File: src/rtl/fifo_pop_stage.sv
`default_nettype none
// ============================================================================
// Module   : fifo_pop_stage
// Purpose  : Drain stage for cva5_fifo. Pops the FIFO head into a 2-entry
//            elastic buffer and presents it on a valid/ready output port.
//            fifo_pop never depends on out_ready, which cuts the
//            consumer-to-FIFO timing path while still sustaining one
//            transfer per cycle. A flush sequence discards buffered entries
//            and drains the FIFO.
// Ports    : clk, rst        - clock, synchronous active-high reset
//            fifo_valid/data - FIFO head (valid, data_out)
//            fifo_pop        - dequeue FIFO head this cycle
//            flush           - discard buffered and FIFO-resident entries
//            out_valid/data  - output entry (head of elastic buffer)
//            out_ready       - consumer accepts out_data
//            busy            - stage holds data or is flushing
//            stat_xfers      - accepted-transfer count
//            stat_stalls     - out_valid & ~out_ready cycle count
// Options  : FIFO_POP_STAGE_STATS_EN - enables the two statistics counters;
//            when undefined both stat outputs are tied to zero.
// Revision : 1.0 - initial release
// ============================================================================
module fifo_pop_stage #(
    parameter int DATA_WIDTH = 32
) (
    input  logic                  clk,
    input  logic                  rst,
    input  logic                  fifo_valid,
    input  logic [DATA_WIDTH-1:0] fifo_data,
    output logic                  fifo_pop,
    input  logic                  flush,
    output logic                  out_valid,
    output logic [DATA_WIDTH-1:0] out_data,
    input  logic                  out_ready,
    output logic                  busy,
    output logic [31:0]           stat_xfers,
    output logic [31:0]           stat_stalls
);

    localparam logic [0:0] c_ST_RUN   = 1'b0;
    localparam logic [0:0] c_ST_FLUSH = 1'b1;

    logic [0:0]            state_q, state_d;
    logic [1:0]            count_q, count_d;
    logic [DATA_WIDTH-1:0] head_q,  head_d;
    logic [DATA_WIDTH-1:0] tail_q,  tail_d;
    logic                  w_accept;
    logic                  w_stall;

    // ------------------------------------------------------------------------
    // State / occupancy register
    // ------------------------------------------------------------------------
    always_ff @(posedge clk) begin
        if (rst) begin
            state_q <= c_ST_RUN;
            count_q <= 2'd0;
        end else begin
            state_q <= state_d;
            count_q <= count_d;
        end
    end

    // Payload slots carry no reset; count_q alone defines which are live.
    always_ff @(posedge clk) begin
        head_q <= head_d;
        tail_q <= tail_d;
    end

    // ------------------------------------------------------------------------
    // Next-state logic
    // ------------------------------------------------------------------------
    always_comb begin
        state_d = state_q;
        case (state_q)
            c_ST_RUN:   if (flush) state_d = c_ST_FLUSH;
            c_ST_FLUSH: if (!flush && !fifo_valid) state_d = c_ST_RUN;
            default:    state_d = c_ST_RUN;
        endcase
    end

    // ------------------------------------------------------------------------
    // Outputs. fifo_pop looks only at registered state and fifo_valid; it is
    // masked during rst so nothing is dequeued while the stage is reset.
    // ------------------------------------------------------------------------
    always_comb begin
        out_valid = (state_q == c_ST_RUN) && (count_q != 2'd0);
        out_data  = head_q;
        busy      = (state_q == c_ST_FLUSH) || (count_q != 2'd0);
        if (rst) begin
            fifo_pop = 1'b0;
        end else if (state_q == c_ST_FLUSH) begin
            fifo_pop = fifo_valid;
        end else begin
            fifo_pop = fifo_valid && (count_q != 2'd2);
        end
    end

    assign w_accept = out_valid && out_ready;
    assign w_stall  = out_valid && !out_ready;

    // ------------------------------------------------------------------------
    // Elastic buffer update. Flush wins over any push/accept, and a pop in
    // the flush cycle (or during FLUSH) is simply discarded.
    // ------------------------------------------------------------------------
    always_comb begin
        count_d = count_q;
        head_d  = head_q;
        tail_d  = tail_q;
        if ((state_q == c_ST_FLUSH) || flush) begin
            count_d = 2'd0;
        end else if (fifo_pop && !w_accept) begin
            if (count_q == 2'd0) begin
                head_d = fifo_data;
            end else begin
                tail_d = fifo_data;
            end
            count_d = count_q + 2'd1;
        end else if (w_accept && !fifo_pop) begin
            head_d  = tail_q;
            count_d = count_q - 2'd1;
        end else if (w_accept && fifo_pop) begin
            // Only reachable with count_q == 1: replace the head in place.
            head_d = fifo_data;
        end
    end

    // ------------------------------------------------------------------------
    // Statistics
    // ------------------------------------------------------------------------
`ifdef FIFO_POP_STAGE_STATS_EN
    logic [31:0] stat_xfers_q,  stat_xfers_d;
    logic [31:0] stat_stalls_q, stat_stalls_d;

    always_comb begin
        stat_xfers_d  = stat_xfers_q  + {31'd0, w_accept};
        stat_stalls_d = stat_stalls_q + {31'd0, w_stall};
    end

    // Cleared by rst only; flush leaves the statistics intact.
    always_ff @(posedge clk) begin
        if (rst) begin
            stat_xfers_q  <= 32'd0;
            stat_stalls_q <= 32'd0;
        end else begin
            stat_xfers_q  <= stat_xfers_d;
            stat_stalls_q <= stat_stalls_d;
        end
    end

    assign stat_xfers  = stat_xfers_q;
    assign stat_stalls = stat_stalls_q;
`else
    logic w_unused_stats;
    assign w_unused_stats = w_stall;
    assign stat_xfers     = 32'd0;
    assign stat_stalls    = 32'd0;
`endif

    // ------------------------------------------------------------------------
    // Invariants
    // ------------------------------------------------------------------------
`ifndef SYNTHESIS
    a_count_max: assert property (@(posedge clk) disable iff (rst)
        count_q <= 2'd2);
    a_pop_needs_valid: assert property (@(posedge clk) disable iff (rst)
        fifo_pop |-> fifo_valid);
`endif

endmodule
`default_nettype wire

File: config.mk
export PLATFORM = sky130hd
export DESIGN_NAME = fifo_pop_stage
export DESIGN_NICKNAME = d
export VERILOG_FILES = /design/src/rtl/fifo_pop_stage.sv
export SDC_FILE = /design/constraint.sdc
export NUM_CORES = 1
export LEC_CHECK = 0
export BUFFER_PORTS_ARGS = -buffer_cell sky130_fd_sc_hd__buf_2
export CORE_UTILIZATION = 36
export CTS_CLUSTER_DIAMETER = 40
export DETAILED_ROUTE_END_ITERATION = 10
export PLACE_DENSITY = 0.74
export RECOVER_POWER = 50
export SLEW_MARGIN = 30
export SYNTH_ARGS = -nofsm -noshare
export SYNTH_HDL_FRONTEND = slang
export SYNTH_SLANG_ARGS = --single-unit
File: constraint.sdc
create_clock -name clk -period 6.3 [get_ports clk]
set_input_delay 0.63 -clock clk [delete_from_list [all_inputs] [get_ports clk]]
set_output_delay 0.63 -clock clk [all_outputs]
set_load 0.02 [all_outputs]
==> impl_metrics.env, run 1 <==
export IMPL_synth_cell_types=22
export IMPL_ys_seq_elements=67
export IMPL_drc_errors=0
export IMPL_grt_pass1_wl_um=6930
export IMPL_path_max_fanout=20
export IMPL_yosysSeqAreaShare=0.629
export IMPL_worstPathArrival_ns=3.12
export IMPL_tritoncts="done"
export IMPL_synth_compound_area_share=0.00754
export IMPL_wl_per_cell_um=12.4
export IMPL_overflow=0
export IMPL_p_int_mw=0.708
export IMPL_htreeDepth=3
export IMPL_power_switching_mw=0.229
export IMPL_ant_nets=0
export IMPL_synthMuxAreaShare=0.150
export IMPL_synth_cells=193
export IMPL_switching_share=0.244
export IMPL_power_frac_comb=0.102
export IMPL_fmax_ghz=0.329
export IMPL_cts_hold_buf=0
export IMPL_synth_warnings=0
export IMPL_die_y_um=95.6
export IMPL_clock_skew_ns=0.00826
export IMPL_synthFlopType="edfxtp_1"
export IMPL_clkSinkCount=67
export IMPL_routed_via_density=4.07
export IMPL_gr_usage_all_layers=0.105
export IMPL_postCtsSetupBuffers=0
export IMPL_portBuffers=71
export IMPL_fin_setup_tns_ns=0
export IMPL_p_leak_nw=1.32
export IMPL_slew_viol_final=0
export IMPL_status="finished, final reports clean"
export IMPL_drtIter0Drc=30
export IMPL_design_core_area_mm2=0.00834
export IMPL_vdd_drop_max_mv=0.104
export IMPL_synth_adder_area_share=0.0119
export IMPL_start_util=0.378
export IMPL_synth_xor_area_frac=0.00556
export IMPL_totalWireLength_um=4770
export IMPL_fin_area_mm2=0.00349
export IMPL_num_vias=1562
export IMPL_critical_path_class="reg2reg"
export IMPL_yosysTopAreaCell="edfxtp_1"
export IMPL_cts_max_path_buffers=2
export IMPL_synthTopCellsByArea="edfxtp_1 61%, buf_4 15%, mux2_4 14%, dfxtp_1 1.9%, ha_1 1.2%"
export IMPL_syn_area_mm2=0.00315
export IMPL_yosys_top_cells_count="64 x buf_4, 64 x edfxtp_1, 30 x mux2_4"
export IMPL_synth_async_reset_ratio=0
export IMPL_path_clk_slew_ns=0.08
export IMPL_numCtsBuffers=9
export IMPL_start_kind="register"
export IMPL_dpl_hpwl_um=3570
export IMPL_synth_edf_count=64
export IMPL_powerDensity_mw_per_mm2=268
export IMPL_first_global_vias=1420
export IMPL_max_cap_violations=0
export IMPL_post_dp_cell_area_mm2=0.00339
export IMPL_hold_viol=0
export IMPL_clkLatencyLatePin_ns=0.33
export IMPL_hold_class="in2reg"
export IMPL_die_area_mm2=0.00914
export IMPL_fin_crit_ns=3.04
export IMPL_cp_end_kind="register"
export IMPL_p_clk_frac=0.363
export IMPL_cts_root_buf="clkbuf_8"
export IMPL_required_ns=6.38
export IMPL_pin_count=136
export IMPL_cts_resized=0
export IMPL_synth_simple_area_share=0.0226
export IMPL_final_util=0.419
export IMPL_final_setup_viol_count=0
export IMPL_gp_congestion=0.613
export IMPL_netlist_area_leader_share=0.610
export IMPL_rows=33
export IMPL_syn_to_final_growth_pct=10.8
export IMPL_synth_top_family_by_area="buffers and inverters"
export IMPL_avgSynthCellArea_um2=16.3
export IMPL_antennaDiodeCount=0
export IMPL_antenna_found_initial=0
export IMPL_die_width_um=95.6
export IMPL_relSlewSlack=0.363
export IMPL_whs_ns=0.485
export IMPL_worst_slew_pin_slew_ns=0.954
export IMPL_layout_drive_gt1_share=0.222
export IMPL_power_total_mw=0.937
export IMPL_nets=314
export IMPL_power_frac_seq=0.535
export IMPL_grt_start_max_net_pins=27
export IMPL_rsz0062_at_grt="false"
export IMPL_period_share=0.482
export IMPL_drtPass1Iterations=4
[sequential cells by signal, indices dropped and copies added (netlist names)]
register  count
count_q       2
tail_q       32
state_q       1
out_data     32
[stage by stage]
step / instances / setup WS (ns)
global route: 384 / 3.07
detailed placement: 368 / 3.26
finish: 384 / 3.26
floorplan: 256 / 1.17
CTS: 384 / 3.25
global placement: 368 / 3.42
[worst max-delay path, stage by stage (launching register included)]
cell	delay [ns]
dfxtp_1	0.38
inv_1	0.05
o311ai_0	0.62
inv_1	0.16
ha_1	0.30
nor2b_4	0.46
buf_4	0.44
mux2_2	0.38
[metal layers]
layer | vias to the layer above | global-route usage | wire (µm)
li1 | 719 | - | -
met1 | 739 | 0.107 | 1780
met2 | 97 | 0.181 | 2390
met3 | 7 | 0.0455 | 537
met4 | 0 | 0.0560 | 66
met5 | - | 0 | 0
[path summary, 6_finish.rpt]
check | from | endpoint | slack [ns] | cells past startpoint
setup / recovery | count_q[1] | out_data[24] | 3.26 | 7
hold / removal | fifo_data[6] | tail_q[6] | 0.49 | 1
hold reg to reg | count_q[1] | count_q[1] | 0.52 | 2
setup reg to reg | count_q[1] | out_data[24] | 3.26 | 7
[power by group through the flow]
stage / clock, mW / sequential [mW] / combinational, mW
6_report: 0.341 / 0.501 / 0.0954
4_1_cts: 0.351 / 0.501 / 0.101
3_5_place_dp: 0 / 0.511 / 0.101
2_1_floorplan: 0 / 0.520 / 0.0951
5_1_grt: 0.368 / 0.502 / 0.103
3_3_place_gp: 0 / 0.511 / 0.0984
[cell type report]
class,count,area (µm²)
Clock buffer,9,124
Clock inverter,7,67.6
Sequential cell,67,1980
Tap cell,105,131
Inverter,3,11.3
Multi-Input combinational cell,118,871
Fill cell,791,4850
Timing Repair Buffer,75,305
[kinds of logic after synthesis]
kind of cell / Yosys count
buffers and inverters: 71
DFF: 67
muxes: 32
and+or+nand+nor: 13
AOI/OAI and AO/OA: 4
adders and majority gates: 3
xor gates and xnor gates: 2
other: 1
[placed cells by master (no fill, tap or decap), types with 3 or more instances in the layout]
master / count
conb_1: 64
edfxtp_1: 64
clkbuf_1: 62
mux2_4: 30
buf_2: 10
clkbuf_8: 9
nor2_1: 4
inv_1: 3
ha_1: 3
dfxtp_1: 3
buf_4: 3
(Power assumes the default switching activity.)
==> run 2: changes to the inputs <==
--- a/config.mk
+++ b/config.mk
@@ -9,7 +9,7 @@
 export CORE_UTILIZATION = 36
 export CTS_CLUSTER_DIAMETER = 40
 export DETAILED_ROUTE_END_ITERATION = 10
-export PLACE_DENSITY = 0.74
+export PLACE_DENSITY = 0.77
 export RECOVER_POWER = 50
 export SLEW_MARGIN = 30
 export SYNTH_ARGS = -nofsm -noshare
==> constraint.sdc (replaced) <==
create_clock -name clk -period 2.5 [get_ports clk]
set_input_delay 0.25 -clock clk [delete_from_list [all_inputs] [get_ports clk]]
set_output_delay 0.25 -clock clk [all_outputs]
set_load 0.02 [all_outputs]
==> impl_metrics.env, run 2 (synthesis results as in run 1) <==
export IMPL_status="finished, final reports clean"
export IMPL_final_cell_mix="64 x conb_1, 64 x edfxtp_1, 60 x clkbuf_1"
export IMPL_die_width_um=95.6
export IMPL_cts_resized=0
export IMPL_rows=33
export IMPL_antennaDiodeCount=0
export IMPL_slew_viol_final=0
export IMPL_grt_pass1_wl_um=7380
export IMPL_dpl_hpwl_um=3560
export IMPL_holdPathEnd="tail_q[14]"
export IMPL_clkLatencyLatePin_ns=0.33
export IMPL_path_max_fanout=32
export IMPL_totalWireLength_um=5130
export IMPL_num_vias=1593
export IMPL_numCtsBuffers=9
export IMPL_gp_congestion=0.671
export IMPL_overflow=0
export IMPL_die_area_mm2=0.00914
export IMPL_min_delay_start="fifo_data[14]"
export IMPL_start_kind="register"
export IMPL_setup_ws_ns=0.271
export IMPL_ant_nets=0
export IMPL_routed_via_density=4.15
export IMPL_slowest_stage="dfxtp_1"
export IMPL_final_util=0.441
export IMPL_rsz0062_at_grt="false"
export IMPL_gr_usage_all_layers=0.113
export IMPL_critical_path_class="reg2reg"
export IMPL_whs_ns=0.110
export IMPL_layout_drive_gt1_share=0.254
export IMPL_die_y_um=95.6
export IMPL_max_cap_violations=0
export IMPL_drtIter0Drc=33
export IMPL_fmax_ghz=0.449
export IMPL_path_cells="nor2_1 > nor2_4 > nand2_1 > ha_4 > nor2b_4 > nor3b_1 > buf_12"
export IMPL_cts_root_buf="clkbuf_8"
export IMPL_vdd_drop_max_mv=0.401
export IMPL_post_place_ws_ns=0.384
export IMPL_timing_rr_start="count_q[0]"
export IMPL_hold_viol=0
export IMPL_max_stage_delay_ns=0.38
export IMPL_required_ns=2.52
export IMPL_power_total_mw=2.70
export IMPL_worstPathArrival_ns=2.25
export IMPL_hold_depth=1
export IMPL_hold_class="in2reg"
export IMPL_fin_setup_tns_ns=0
export IMPL_grt_start_max_net_pins=33
export IMPL_drc_errors=0
export IMPL_first_global_vias=1495
export IMPL_powerDensity_mw_per_mm2=735
export IMPL_r2r_end="tail_q[16]"
export IMPL_path_clk_slew_ns=0.08
export IMPL_pin_count=136
export IMPL_instances_no_fill=384
export IMPL_antenna_found_initial=0
export IMPL_tritoncts="done"
export IMPL_nets=314
export IMPL_clock_skew_ns=0.00974
export IMPL_cts_hold_buf=0
export IMPL_p_leak_nw=1.38
export IMPL_clkSinkCount=67
export IMPL_syn_to_final_growth_pct=16.6
export IMPL_critical_path_top_delay_family="simple AND/OR/NAND/NOR gates"
export IMPL_htreeDepth=3
export IMPL_fin_crit_ns=2.23
export IMPL_crit_start="count_q[0]"
export IMPL_fin_area_mm2=0.00368
export IMPL_wl_per_cell_um=13.4
export IMPL_r2r_setup_slack_ns=0.27
export IMPL_drtPass1Iterations=3
export IMPL_place_inst=368
export IMPL_start_util=0.378
export IMPL_final_setup_viol_count=0
export IMPL_portBuffers=71
export IMPL_ff2ff_path_depth=7
export IMPL_postCtsSetupBuffers=0
export IMPL_design_core_area_mm2=0.00834
export IMPL_cp_end_kind="register"
export IMPL_cts_max_path_buffers=2
export IMPL_period_share=0.891
export IMPL_crit_buf_inv=1
export IMPL_post_dp_cell_area_mm2=0.00351
[run 2: layout make-up]
class                           count  area [µm²]
Fill cell                         782        4660
Sequential cell                    67        1980
Multi-Input combinational cell    118         923
Timing Repair Buffer               75         362
Clock inverter                      6         138
Tap cell                          105         131
Clock buffer                       10         128
Inverter                            3        11.3
[run 2: worst max-delay path by stage]
stage | to | slack (ns) | cells past startpoint
after CTS | out_data[23] | 0.37 | 7
after detailed placement | out_data[1] | 0.38 | 7
final | tail_q[16] | 0.27 | 7
after floorplan | out_data[0] | -0.21 | 6
after global placement | out_data[3] | 0.46 | 7
after global routing | tail_q[12] | 0.17 | 7
[run 2: worst register-to-register path, delay by kind of cell, from the launching register on]
family	cells	cell delay [ns]
and+or+nand+nor	5	1.09
adders and majority gates	1	0.18
buffers and inverters	1	0.26
DFF	1	0.38
[run 2: routing by layer]
metal  up-vias  global-route usage  share of wire
met2        95               0.189           0.49
met5         -                   0              0
met4         0              0.0597          0.020
met1       760               0.130           0.41
li1        727                   -              -
met3        11              0.0319          0.080
[run 2: where the power goes]
group | internal (mW) | switching [mW]
combinational | 0.0806 | 0.174
sequential | 1.25 | 0.0104
clock | 0.768 | 0.413
total | 2.10 | 0.597
==> run 3: changes to the inputs <==
==> constraint.sdc (replaced) <==
create_clock -name clk -period 2.5 [get_ports clk]
set_input_delay 0 -clock clk [delete_from_list [all_inputs] [get_ports clk]]
set_output_delay 0 -clock clk [all_outputs]
set_load 0.02 [all_outputs]
==> impl_metrics.env, run 3 (synthesis results as in run 1) <==
export IMPL_crit_buf_inv=1
export IMPL_slowest_stage="dfxtp_1"
export IMPL_die_area_mm2=0.00914
export IMPL_htreeDepth=3
export IMPL_rsz0062_at_grt="false"
export IMPL_final_util=0.481
export IMPL_first_global_vias=1637
export IMPL_fmax_ghz=0.449
export IMPL_min_delay_start="flush"
export IMPL_drtPass1Iterations=3
export IMPL_rows=33
export IMPL_start_kind="register"
export IMPL_instances_no_fill=418
export IMPL_fin_crit_ns=2.22
export IMPL_routed_via_density=4.08
export IMPL_totalWireLength_um=5380
export IMPL_cts_root_buf="clkbuf_8"
export IMPL_crit_start="count_q[0]"
export IMPL_clkLatencyLatePin_ns=0.32
export IMPL_wl_per_cell_um=12.9
export IMPL_pin_count=136
export IMPL_design_core_area_mm2=0.00834
export IMPL_final_setup_viol_count=0
export IMPL_place_inst=368
export IMPL_drtIter0Drc=37
export IMPL_antenna_found_initial=0
export IMPL_drc_errors=0
export IMPL_hold_viol=0
export IMPL_holdPathEnd="count_q[1]"
export IMPL_syn_to_final_growth_pct=27.3
export IMPL_ff2ff_path_depth=7
export IMPL_path_clk_slew_ns=0.07
export IMPL_ant_nets=0
export IMPL_fin_setup_tns_ns=0
export IMPL_powerDensity_mw_per_mm2=681
export IMPL_path_max_fanout=32
export IMPL_overflow=0
export IMPL_period_share=0.890
export IMPL_critical_path_top_delay_family="simple AND/OR/NAND/NOR gates"
export IMPL_tritoncts="done"
export IMPL_hold_depth=3
export IMPL_vdd_drop_max_mv=0.399
export IMPL_grt_start_max_net_pins=33
export IMPL_portBuffers=71
export IMPL_dpl_hpwl_um=3560
export IMPL_grt_pass1_wl_um=7800
export IMPL_nets=348
export IMPL_final_cell_mix="64 x conb_1, 64 x edfxtp_1, 62 x clkbuf_1"
export IMPL_die_y_um=95.6
export IMPL_status="finished, final reports clean"
export IMPL_cts_resized=0
export IMPL_die_width_um=95.6
export IMPL_setup_ws_ns=0.275
export IMPL_fin_area_mm2=0.00401
export IMPL_post_dp_cell_area_mm2=0.00351
export IMPL_num_vias=1707
export IMPL_worstPathArrival_ns=2.25
export IMPL_p_leak_nw=1.52
export IMPL_whs_ns=0.0205
export IMPL_antennaDiodeCount=0
export IMPL_clock_skew_ns=0.00777
export IMPL_power_total_mw=2.74
export IMPL_numCtsBuffers=9
export IMPL_max_stage_delay_ns=0.38
export IMPL_layout_drive_gt1_share=0.220
export IMPL_path_cells="nor2_1 > nor2_4 > nand2_1 > ha_4 > nor2b_4 > nor3b_1 > buf_12"
export IMPL_gp_congestion=0.671
export IMPL_required_ns=2.52
export IMPL_cp_end_kind="register"
export IMPL_clkSinkCount=67
export IMPL_start_util=0.378
export IMPL_r2r_end="tail_q[12]"
export IMPL_r2r_setup_slack_ns=0.28
export IMPL_slew_viol_final=0
export IMPL_hold_class="in2reg"
export IMPL_cts_max_path_buffers=2
export IMPL_critical_path_class="reg2reg"
export IMPL_gr_usage_all_layers=0.118
export IMPL_post_place_ws_ns=0.384
export IMPL_max_cap_violations=0
export IMPL_timing_rr_start="count_q[0]"
## run 3: worst max-delay path by stage
stage	end	slack, ns	depth (start not counted)
4_1_cts	out_data[23]	0.37	7
5_1_grt	tail_q[12]	0.17	7
6_report	tail_q[12]	0.28	7
3_5_place_dp	out_data[1]	0.38	7
2_1_floorplan	out_data[0]	-0.21	6
3_3_place_gp	out_data[3]	0.46	7
## run 3: area by class of cell
cell class	instances	area (µm²)
Fill cell	752	4330
Sequential cell	67	1980
Multi-Input combinational cell	118	923
Timing Repair Buffer	109	699
Clock inverter	6	138
Tap cell	105	131
Clock buffer	10	128
Inverter	3	11.3
## run 3: where the power goes
group	switching [mW]	internal, mW	total (mW)	leakage (nW)
sequential	0.0105	1.25	1.27	0.605
combinational	0.181	0.115	0.296	0.783
clock	0.406	0.768	1.17	0.131
total	0.598	2.14	2.74	1.52
## run 3: worst register-to-register path, delay by kind of cell, from the launching register on
| kind | cells | cell delay (ns) |
|---|---|---|
| adder cells (fa/ha/maj) | 1 | 0.18 |
| buffers and inverters | 1 | 0.26 |
| flip-flops | 1 | 0.38 |
| AND/OR/NAND/NOR | 5 | 1.07 |
## run 3: repair_timing
item / 4_1_cts / 5_1_grt
hold endpoints to repair: 66 / 0
hold buffers: 34 / 0
setup endpoints to repair: 0 / 0
buffers inserted: 0 / 0
## run 3: routing by layer
layer / vias to the layer above / part of all wire / GRT usage
met1: 804 / 0.42 / 0.139
met2: 95 / 0.49 / 0.203
met4: 0 / 0.019 / 0.0597
met3: 11 / 0.071 / 0.0263
met5: - / 0 / 0
li1: 797 / - / -
